==> src/rtl/display_arbiter_if.sv <==
// ============================================================================
// Module   : display_arbiter_if
// Brief    : Request/grant and display-data bundle between requesters and arbiter
// Revision : 1.0
// ============================================================================
`default_nettype none

interface display_arbiter_if #(
  parameter int N_REQ  = 4,
  parameter int HOLD_W = 16
);
  localparam int OW = $clog2(N_REQ);

  logic [N_REQ-1:0]    req;
  logic [16*N_REQ-1:0] req_hex;
  logic [16*N_REQ-1:0] req_pwm;
  logic [HOLD_W-1:0]   hold_cycles;
  logic [N_REQ-1:0]    grant;
  logic [OW-1:0]       owner;
  logic                busy;
  logic [15:0]         seg_hex;
  logic [15:0]         diod_pwm;

  modport master (
    output req, req_hex, req_pwm, hold_cycles,
    input  grant, owner, busy, seg_hex, diod_pwm
  );

  modport slave (
    input  req, req_hex, req_pwm, hold_cycles,
    output grant, owner, busy, seg_hex, diod_pwm
  );
endinterface

`default_nettype wire

==> src/rtl/display_arbiter.sv <==
// ============================================================================
// Module   : display_arbiter
// Brief    : Round-robin owner of the shared 7-seg display / PWM LED with hold time
// Revision : 1.0
// ============================================================================
`default_nettype none

module display_arbiter #(
  parameter int          N_REQ       = 4,
  parameter int          HOLD_W      = 16,
  parameter logic [15:0] DEFAULT_HEX = 16'h0000
) (
  input  wire              CLK,
  input  wire              RST,
  display_arbiter_if.slave bus
);
  localparam int OW = $clog2(N_REQ);

  typedef enum logic [0:0] {IDLE = 1'b0, OWN = 1'b1} state_t;

  state_t              state_q, state_d;
  logic [N_REQ-1:0]    grant_q, grant_d;
  logic [OW-1:0]       owner_q, owner_d;
  logic                busy_q, busy_d;
  logic [HOLD_W-1:0]   cnt_q, cnt_d;
  logic [OW-1:0]       rr_last_q, rr_last_d;
  logic [15:0]         seg_hex_q, seg_hex_d;
  logic [15:0]         diod_pwm_q, diod_pwm_d;

  logic [N_REQ-1:0]    others_w;
  logic [N_REQ-1:0]    mask_w;
  logic [OW-1:0]       win_w;

  // First set bit of mask searching upward from last+1, wrapping.
  function automatic logic [OW-1:0] rr_pick(input logic [N_REQ-1:0] mask,
                                            input logic [OW-1:0]    last);
    logic [OW-1:0] pick;
    logic [OW-1:0] idx;
    logic          found;
    pick  = '0;
    found = 1'b0;
    for (int i = 1; i <= N_REQ; i++) begin
      idx = OW'((int'(last) + i) % N_REQ);
      if (!found && mask[idx]) begin
        pick  = idx;
        found = 1'b1;
      end
    end
    return pick;
  endfunction

  assign others_w = bus.req & ~grant_q;
  assign mask_w   = (state_q == OWN) ? others_w : bus.req;
  assign win_w    = rr_pick(mask_w, rr_last_q);

  always_comb begin
    state_d    = state_q;
    grant_d    = grant_q;
    owner_d    = owner_q;
    busy_d     = busy_q;
    cnt_d      = cnt_q;
    rr_last_d  = rr_last_q;
    seg_hex_d  = seg_hex_q;
    diod_pwm_d = diod_pwm_q;

    unique case (state_q)
      IDLE: begin
        if (|bus.req) begin
          state_d    = OWN;
          grant_d    = N_REQ'(1) << win_w;
          owner_d    = win_w;
          busy_d     = 1'b1;
          cnt_d      = '0;
          rr_last_d  = win_w;
          seg_hex_d  = bus.req_hex[{win_w, 4'b0000} +: 16];
          diod_pwm_d = bus.req_pwm[{win_w, 4'b0000} +: 16];
        end
      end
      OWN: begin
        // Release with a waiting requester, or preempt once the hold has elapsed;
        // cnt above a lowered hold_cycles counts as elapsed.
        if ((|others_w) && (!bus.req[owner_q] || (cnt_q >= bus.hold_cycles))) begin
          grant_d    = N_REQ'(1) << win_w;
          owner_d    = win_w;
          cnt_d      = '0;
          rr_last_d  = win_w;
          seg_hex_d  = bus.req_hex[{win_w, 4'b0000} +: 16];
          diod_pwm_d = bus.req_pwm[{win_w, 4'b0000} +: 16];
        end else if (!bus.req[owner_q]) begin
          state_d    = IDLE;
          grant_d    = '0;
          owner_d    = '0;
          busy_d     = 1'b0;
          cnt_d      = '0;
          seg_hex_d  = DEFAULT_HEX;
          diod_pwm_d = 16'h0000;
        end else begin
          cnt_d      = (cnt_q >= bus.hold_cycles) ? bus.hold_cycles : cnt_q + HOLD_W'(1);
          seg_hex_d  = bus.req_hex[{owner_q, 4'b0000} +: 16];
          diod_pwm_d = bus.req_pwm[{owner_q, 4'b0000} +: 16];
        end
      end
      default: state_d = IDLE;
    endcase
  end

  always_ff @(posedge CLK) begin
    if (RST) begin
      state_q    <= IDLE;
      grant_q    <= '0;
      owner_q    <= '0;
      busy_q     <= 1'b0;
      cnt_q      <= '0;
      rr_last_q  <= OW'(N_REQ - 1);
      seg_hex_q  <= DEFAULT_HEX;
      diod_pwm_q <= 16'h0000;
    end else begin
      state_q    <= state_d;
      grant_q    <= grant_d;
      owner_q    <= owner_d;
      busy_q     <= busy_d;
      cnt_q      <= cnt_d;
      rr_last_q  <= rr_last_d;
      seg_hex_q  <= seg_hex_d;
      diod_pwm_q <= diod_pwm_d;
    end
  end

  assign bus.grant    = grant_q;
  assign bus.owner    = owner_q;
  assign bus.busy     = busy_q;
  assign bus.seg_hex  = seg_hex_q;
  assign bus.diod_pwm = diod_pwm_q;

endmodule

`default_nettype wire

==> src/flat_wrapper.sv <==
// flat-port wrapper written by rule: the top's interface ports become plain ports
module display_arbiter_flat 
#(
  parameter int          N_REQ       = 4,
  parameter int          HOLD_W      = 16,
  parameter logic [15:0] DEFAULT_HEX = 16'h0000
)
  (CLK, RST, bus_req, bus_req_hex, bus_req_pwm, bus_hold_cycles, bus_grant, bus_owner, bus_busy, bus_seg_hex, bus_diod_pwm);
  display_arbiter_if #(.N_REQ(N_REQ), .HOLD_W(HOLD_W)) bus_i ();
  input  wire CLK;
  input  wire RST;
  input wire logic [$bits(bus_i.req)-1:0] bus_req;
  input wire logic [$bits(bus_i.req_hex)-1:0] bus_req_hex;
  input wire logic [$bits(bus_i.req_pwm)-1:0] bus_req_pwm;
  input wire logic [$bits(bus_i.hold_cycles)-1:0] bus_hold_cycles;
  output wire logic [$bits(bus_i.grant)-1:0] bus_grant;
  output wire logic [$bits(bus_i.owner)-1:0] bus_owner;
  output wire logic [$bits(bus_i.busy)-1:0] bus_busy;
  output wire logic [$bits(bus_i.seg_hex)-1:0] bus_seg_hex;
  output wire logic [$bits(bus_i.diod_pwm)-1:0] bus_diod_pwm;
  assign bus_i.req = bus_req;
  assign bus_i.req_hex = bus_req_hex;
  assign bus_i.req_pwm = bus_req_pwm;
  assign bus_i.hold_cycles = bus_hold_cycles;
  assign bus_grant = bus_i.grant;
  assign bus_owner = bus_i.owner;
  assign bus_busy = bus_i.busy;
  assign bus_seg_hex = bus_i.seg_hex;
  assign bus_diod_pwm = bus_i.diod_pwm;
  display_arbiter #(.N_REQ(N_REQ), .HOLD_W(HOLD_W), .DEFAULT_HEX(DEFAULT_HEX)) u_core (.CLK(CLK), .RST(RST), .bus(bus_i));
endmodule
==> config.mk <==
export PLATFORM = sky130hd
export DESIGN_NAME = display_arbiter_flat
export DESIGN_NICKNAME = d
export VERILOG_FILES = /design/src/rtl/display_arbiter_if.sv /design/src/rtl/display_arbiter.sv /design/src/flat_wrapper.sv
export SDC_FILE = /design/constraint.sdc
export NUM_CORES = 1
export LEC_CHECK = 0
export BUFFER_PORTS_ARGS = -buffer_cell sky130_fd_sc_hd__buf_2
export CORE_UTILIZATION = 40
export DETAILED_ROUTE_END_ITERATION = 6
export GPL_ROUTABILITY_DRIVEN = 0
export PLACE_DENSITY_LB_ADDON = 0.1
export RECOVER_POWER = 100
export SYNTH_ARGS = -nofsm -noshare
export SYNTH_HDL_FRONTEND = slang
export SYNTH_SLANG_ARGS = --single-unit
==> constraint.sdc <==
create_clock -name CLK -period 2.5 [get_ports CLK]
set_input_delay 0.125 -clock CLK [delete_from_list [all_inputs] [get_ports CLK]]
set_output_delay 0.125 -clock CLK [all_outputs]
set_load 0.01 [all_outputs]
==> Word level (Yosys, flattened, before mapping) <==
Index checks and enable logic that the tools add are counted.
Widths: inputs -> output; s select.
{ "word_totals": {"reg_bits": 58, "latchBits": 0, "ram_bits": 0, "romBits": 0, "input_bits": 150, "output_inout_bits": 39, "wordCells": 95, "memories": 0} }
{ "classes": {"n_addsub": 5, "n_mul": 0, "div": 0, "magnitude_cmp": 6, "n_eq_ne": 5, "shifts": 5, "n_mux": 49, "bitwise": 3, "reduce_logical": 14} }
{ "op_table": {"columns": ["op", "count"], "rows": [
  ["$shiftx 64x7->16", 4],
  ["$mux 16", 10],
  ["$pmux 16 s2", 3],
  ["$add 16x1->16 const B", 1],
  ["$ge 16x16->1", 1],
  ["$mux 2", 8],
  ["$mux 4", 4],
  ["$lt 2x3->1 const B", 5],
  ["$mux 1", 14],
  ["$bmux 1 s2", 5],
  ["$pmux 2 s2", 2],
  ["$pmux 4 s2", 1],
  ["$reduce_or 4->1", 2],
  ["$ne 2x2->1 const B", 3],
  ["$add 2x1->2 const B", 2],
  ["$add 2x2->2 const B", 2],
  ["$and 4x4->4", 1],
  ["$logic_and 1x1->1", 4],
  ["$logic_not 1->1", 4],
  ["$not 4->4", 1],
  ["$pmux 1 s2", 2],
  ["$reduce_and 2->1", 2],
  ["$shl 1x2->4 const A", 1],
  ["$ne 3x3->1 const B", 1],
  ["4 further kinds", 4]
]} }

==> Longest topological paths before layout <==
{ "logic_depth": {"depth_word": 18, "ltp_mapped": 10, "mapped_depth_nobuf": 8} }

==> Worst setup path before layout <==
Ideal clock, no wire load.
{ "synth_timing": {"path_kind": "reg2reg", "from": "register u_core.cnt_q[5]", "to": "register u_core.diod_pwm_q[0], in the netlist u_core.bus.diod_pwm[0]", "setup_time_ns": 0.086, "arrival_ns": 2.246, "required_ns": 2.414, "slack_ns": 0.168, "stages_incl_launch_ff": 10, "path_buffers": 2, "synth_period_minus_slack_ns": 2.332, "cell_sequence": "dfxtp_1 -> ha_1 -> a2111oi_0 -> nor3_1 -> a211o_1 -> a31oi_1 -> buf_2 -> buf_4 -> nand2_1 -> a211oi_1"} }
{ "synth_via": {"elab_chain_cells": 5} }
{ "synth_lines": {"columns": ["element", "line", "text"], "rows": [
  ["start, declared", "display_arbiter.sv:25", "logic [HOLD_W-1:0] cnt_q, cnt_d;"],
  ["start signal, assigned", "display_arbiter.sv:122", "cnt_q <= cnt_d;"],
  ["$ge 16x16->1", "display_arbiter.sv:82", "if ((|others_w) && (!bus.req[owner_q] || (cnt_q >= bus.hold_cycles))) begin"],
  ["$logic_or 1x1->1", "display_arbiter.sv:82", null],
  ["$logic_and 1x1->1", "display_arbiter.sv:82", null],
  ["$mux 16", "display_arbiter.sv:82", null],
  ["$pmux 16 s2", "display_arbiter.sv:66", "unique case (state_q)"],
  ["end signal, assigned", "display_arbiter.sv:125", "diod_pwm_q <= diod_pwm_d;"],
  ["end, declared", "display_arbiter.sv:28", "logic [15:0] diod_pwm_q, diod_pwm_d;"]
]} }
Every way passes these cells.
A chain may end at the register's enable or synchronous reset.

==> Worst setup path after layout <==
{ "layout_timing": {"from": "register u_core.state_q", "to": "register u_core.seg_hex_q[3], in the netlist u_core.bus.seg_hex[3]"} }
{ "layout_via": {"elab_chain_cells": 16, "word_cells_on_any_way": 28, "classes_between": "1 x eq/ne; 1 x shift; 19 x mux; 1 x bitwise; 6 x reduce/logical"} }
{ "layout_lines": {"columns": ["element", "line", "text"], "rows": [
  ["start, declared", "display_arbiter.sv:21", "state_t state_q, state_d;"],
  ["start signal, assigned", "display_arbiter.sv:118", "state_q <= state_d;"],
  ["$mux 4", "display_arbiter.sv:53", "assign mask_w = (state_q == OWN) ? others_w : bus.req;"],
  ["$bmux 1 s2", "display_arbiter.sv:44", "if (!found && mask[idx]) begin"],
  ["$mux 1 (implied by the code)", "display_arbiter.sv:44", null],
  ["$mux 1", "display_arbiter.sv:44", null],
  ["$logic_not 1->1", "display_arbiter.sv:44", null],
  ["$logic_and 1x1->1", "display_arbiter.sv:44", null],
  ["$mux 1", "display_arbiter.sv:44", null],
  ["$logic_not 1->1", "display_arbiter.sv:44", null],
  ["$logic_and 1x1->1", "display_arbiter.sv:44", null],
  ["$mux 1", "display_arbiter.sv:44", null],
  ["$logic_not 1->1", "display_arbiter.sv:44", null],
  ["$logic_and 1x1->1", "display_arbiter.sv:44", null],
  ["$mux 2", "display_arbiter.sv:44", null],
  ["$shiftx 64x7->16", "display_arbiter.sv:75, display_arbiter.sv:87", null],
  ["$mux 16 (on tied branches)", "display_arbiter.sv:82, display_arbiter.sv:68", null],
  ["$pmux 16 s2", "display_arbiter.sv:66", null],
  ["end signal, assigned", "display_arbiter.sv:124", "seg_hex_q <= seg_hex_d;"],
  ["end, declared", "display_arbiter.sv:27", "logic [15:0] seg_hex_q, seg_hex_d;"]
]} }
Several ways; a longest one is shown, not always the timed one. The select of a mux whose other input is x is not followed.

==> run metrics <==
startpoint types flop; Cell Area, Synth 5381 sq um; Initial Util 40.80%; Seq/Total Area, Yosys 21.58%; first-pass GRT wire length 30.50 mm; Max Cap Viol 0; commonest non-fill, non-tap cell in the layout buf_2; async set-or-reset flop fraction in the synthesized netlist 0%; CP endpoint kind flop; DIE WIDTH 118.0 um; DRC errors left 0; Critical Path Fanout Max 14; final wirelength 19.51 mm; worst r2r src u_core.state_q$_SDFF_PP0_; switching pwr 1.751 mW; outcome finished, final reports clean; CTS clk-pin slew, worst paths 0.06 ns; drt first pass iters 5; area delta synth->final 29.99%; Peak Freq 426.5 MHz; Crit Path Class reg2reg; Cell Int Power 2.797 mW; layout net count 999; CTS Root Cell clkbuf_16; CTS Hold Bufs 0; global-route usage over all layers 27.23%; Sequential Power Share 26.1%; vias in the first global route 6134; leakage 2.905 nW; YS warnings 0; Die Y 118.0 um; full die area 13920 sq um; Hold Path Class in2reg; filler instances 1295; Sw Ratio 38.50%; Final setup viols 0; initial antenna violation count 1; post-synth cell types 60; vias per std cell 6.267; total grt overflow 0; Crit. Startpoint u_core.state_q$_SDFF_PP0_; clock skew 0.007881 ns; syn_nets 813; RSZ-0062 raised after global routing false; Logic pwr share 47.6%; Required @ worst endpoint 2.69 ns; hold_ws 0.1032 ns; CTS tree yes; most frequent cells in the layout 151 x buf_2, 76 x nand3_1, 55 x dfxtp_1; TNS Setup 0 ns; DRT antenna net count 0; largest net degree at the start of global routing 39; Core Rows 42; Syn Area/Cell 8.330 sq um; Clk Latency, worst-skew pair 0.33 ns; Final Instance Area 6995 sq um; CP arrival 2.54 ns; Setup WS post-layout 0.1556 ns; min-delay src bus_hold_cycles[11]; PortBufs 188; prevailing post-synth register cell dfxtp_1; IR Drop Worst-Case VDD 0.3428 mV; clock share of power 26.3%; Routed wire per std cell 19.24 um; Final Max Slew Viols 0; Placement Setup Slack 0.07832 ns; DR iter-0 viols 475; power density cells 650.1 nW/um^2; Core Region 13190 sq um; Yosys reg bits 58; Slew HR 39.85%; Max H-tree Level 3; cell count after synthesis 646; # placed instances 993; total CTS buffers 9; DPL Wire Length 13.75 mm; share of cells above drive strength 1 32.14%; io pins 189; actual slew at the worst max-slew pin 0.8795 ns; post-route core utilization 53.04%; area occupied by multi-input gates 3900 sq um; dpl cell area 6669 sq um; Reg2Reg Setup Slack 0.16 ns; CTS sink cnt 58; Final Power 4.548 mW; Clock Tree Buf Depth 2; register area 1165 sq um; number of synthesized flops with an enable pin 0; Finished Layout Cells 1014; DR vias 6355; Final period util 93.78%; Hold Fails Final Rpt 0; post-route minimum period 2.344 ns
## synthesized netlist by cell type (2+ instances only)
cell | n | area, sq um
o221a_2 | 2 | 22.52
and2_1 | 3 | 18.77
a221oi_1 | 3 | 26.28
mux2i_1 | 21 | 210.2
nor2_1 | 22 | 82.58
a211o_1 | 2 | 17.52
o2bb2ai_1 | 2 | 17.52
a2111o_1 | 16 | 180.2
buf_2 | 11 | 55.05
nand3_1 | 76 | 380.4
nand2_1 | 32 | 120.1
or4_1 | 2 | 15.01
buf_6 | 3 | 33.78
a2111oi_0 | 2 | 17.52
or3_1 | 2 | 12.51
o211ai_1 | 6 | 45.04
nand4_1 | 23 | 143.9
ha_1 | 17 | 212.7
dfxtp_1 | 58 | 1161
o32ai_1 | 7 | 61.31
a21boi_1 | 3 | 22.52
mux4_2 | 33 | 743.2
o21ai_0 | 44 | 220.2
clkbuf_1 | 40 | 150.1
o21ai_1 | 11 | 55.05
a211oi_1 | 36 | 270.3
buf_1 | 3 | 11.26
or2_2 | 2 | 12.51
buf_4 | 4 | 30.03
a22oi_1 | 15 | 112.6
o211a_1 | 16 | 160.2
a31oi_1 | 5 | 31.28
nor2b_1 | 5 | 31.28
o31ai_1 | 3 | 22.52
inv_1 | 28 | 105.1
xnor2_1 | 4 | 35.03
a21o_1 | 2 | 15.01
nor3_1 | 7 | 35.03
nand2b_1 | 4 | 25.02
a21oi_1 | 51 | 255.2
## state kept, by name, summed over array words and instances (netlist names)
register	flops
u_core.cnt_q	16
u_core.bus.owner	2
u_core.rr_last_q	2
u_core.bus.busy	1
u_core.state_q	1
u_core.bus.diod_pwm	16
u_core.bus.grant	4
u_core.bus.seg_hex	16
## logic make-up (layout without fill, tap and decap cells)
| kind of cell | after synthesis | count (layout) | synth area share, % |
|---|---|---|---|
| AOI/OAI and AO/OA | 240 | 240 | 31.62 |
| and+or+nand+nor | 183 | 183 | 17.11 |
| buffers and inverters | 89 | 280 | 7.161 |
| DFF | 58 | 58 | 21.58 |
| muxes | 55 | 55 | 17.93 |
| adders and majority gates | 17 | 17 | 3.952 |
| xor gates and xnor gates | 4 | 4 | 0.6509 |
| other | 0 | 1 | 0 |
## worst max-delay path: stages, from the launching register on
cell and delay (ns):
dfxtp_1 0.37, a21boi_1 0.40, o221a_2 0.41, buf_4 0.25, o211a_2 0.42, nand3_1 0.13, nand4_1 0.14, a211oi_2 0.08
## power groups by stage
stage	registers, mW	logic [mW]	clock network [mW]
5_1_grt	1.20	2.34	1.26
4_1_cts	1.18	2.15	1.21
3_5_place_dp	1.20	2.13	0
3_3_place_gp	1.20	2.11	0
6_report	1.19	2.17	1.20
2_1_floorplan	1.24	1.37	0
## area by class of cell
type,count,area share [%]
Multi-Input combinational cell,499,55.75
Timing Repair Buffer,236,18.85
Sequential cell,58,16.65
Clock buffer,14,3.917
Tap cell,176,3.148
Inverter,28,1.502
Clock inverter,2,0.1431
Antenna cell,1,0.03577
## final timing paths
kind	endpoint	depth (start not counted)
hold reg to reg	u_core.cnt_q[0]$_SDFFE_PP0P_	2
hold / removal	u_core.cnt_q[11]$_SDFFE_PP0P_	3
setup reg to reg	u_core.bus.seg_hex[3]$_SDFFE_PP0P_	7
setup / recovery	u_core.bus.seg_hex[3]$_SDFFE_PP0P_	7
## layer usage
metal	GRT usage (%)	part of all wire (%)
met3	4.700	6.3
met2	47.28	49
met5	0	0
met1	33.68	42
met4	9.696	2.3
## what timing repair did
action,4_1_cts,5_1_grt
gates resized for setup,0,11
setup endpoints to repair,0,45
setup buffers,0,1
(Power assumes the default switching activity.)
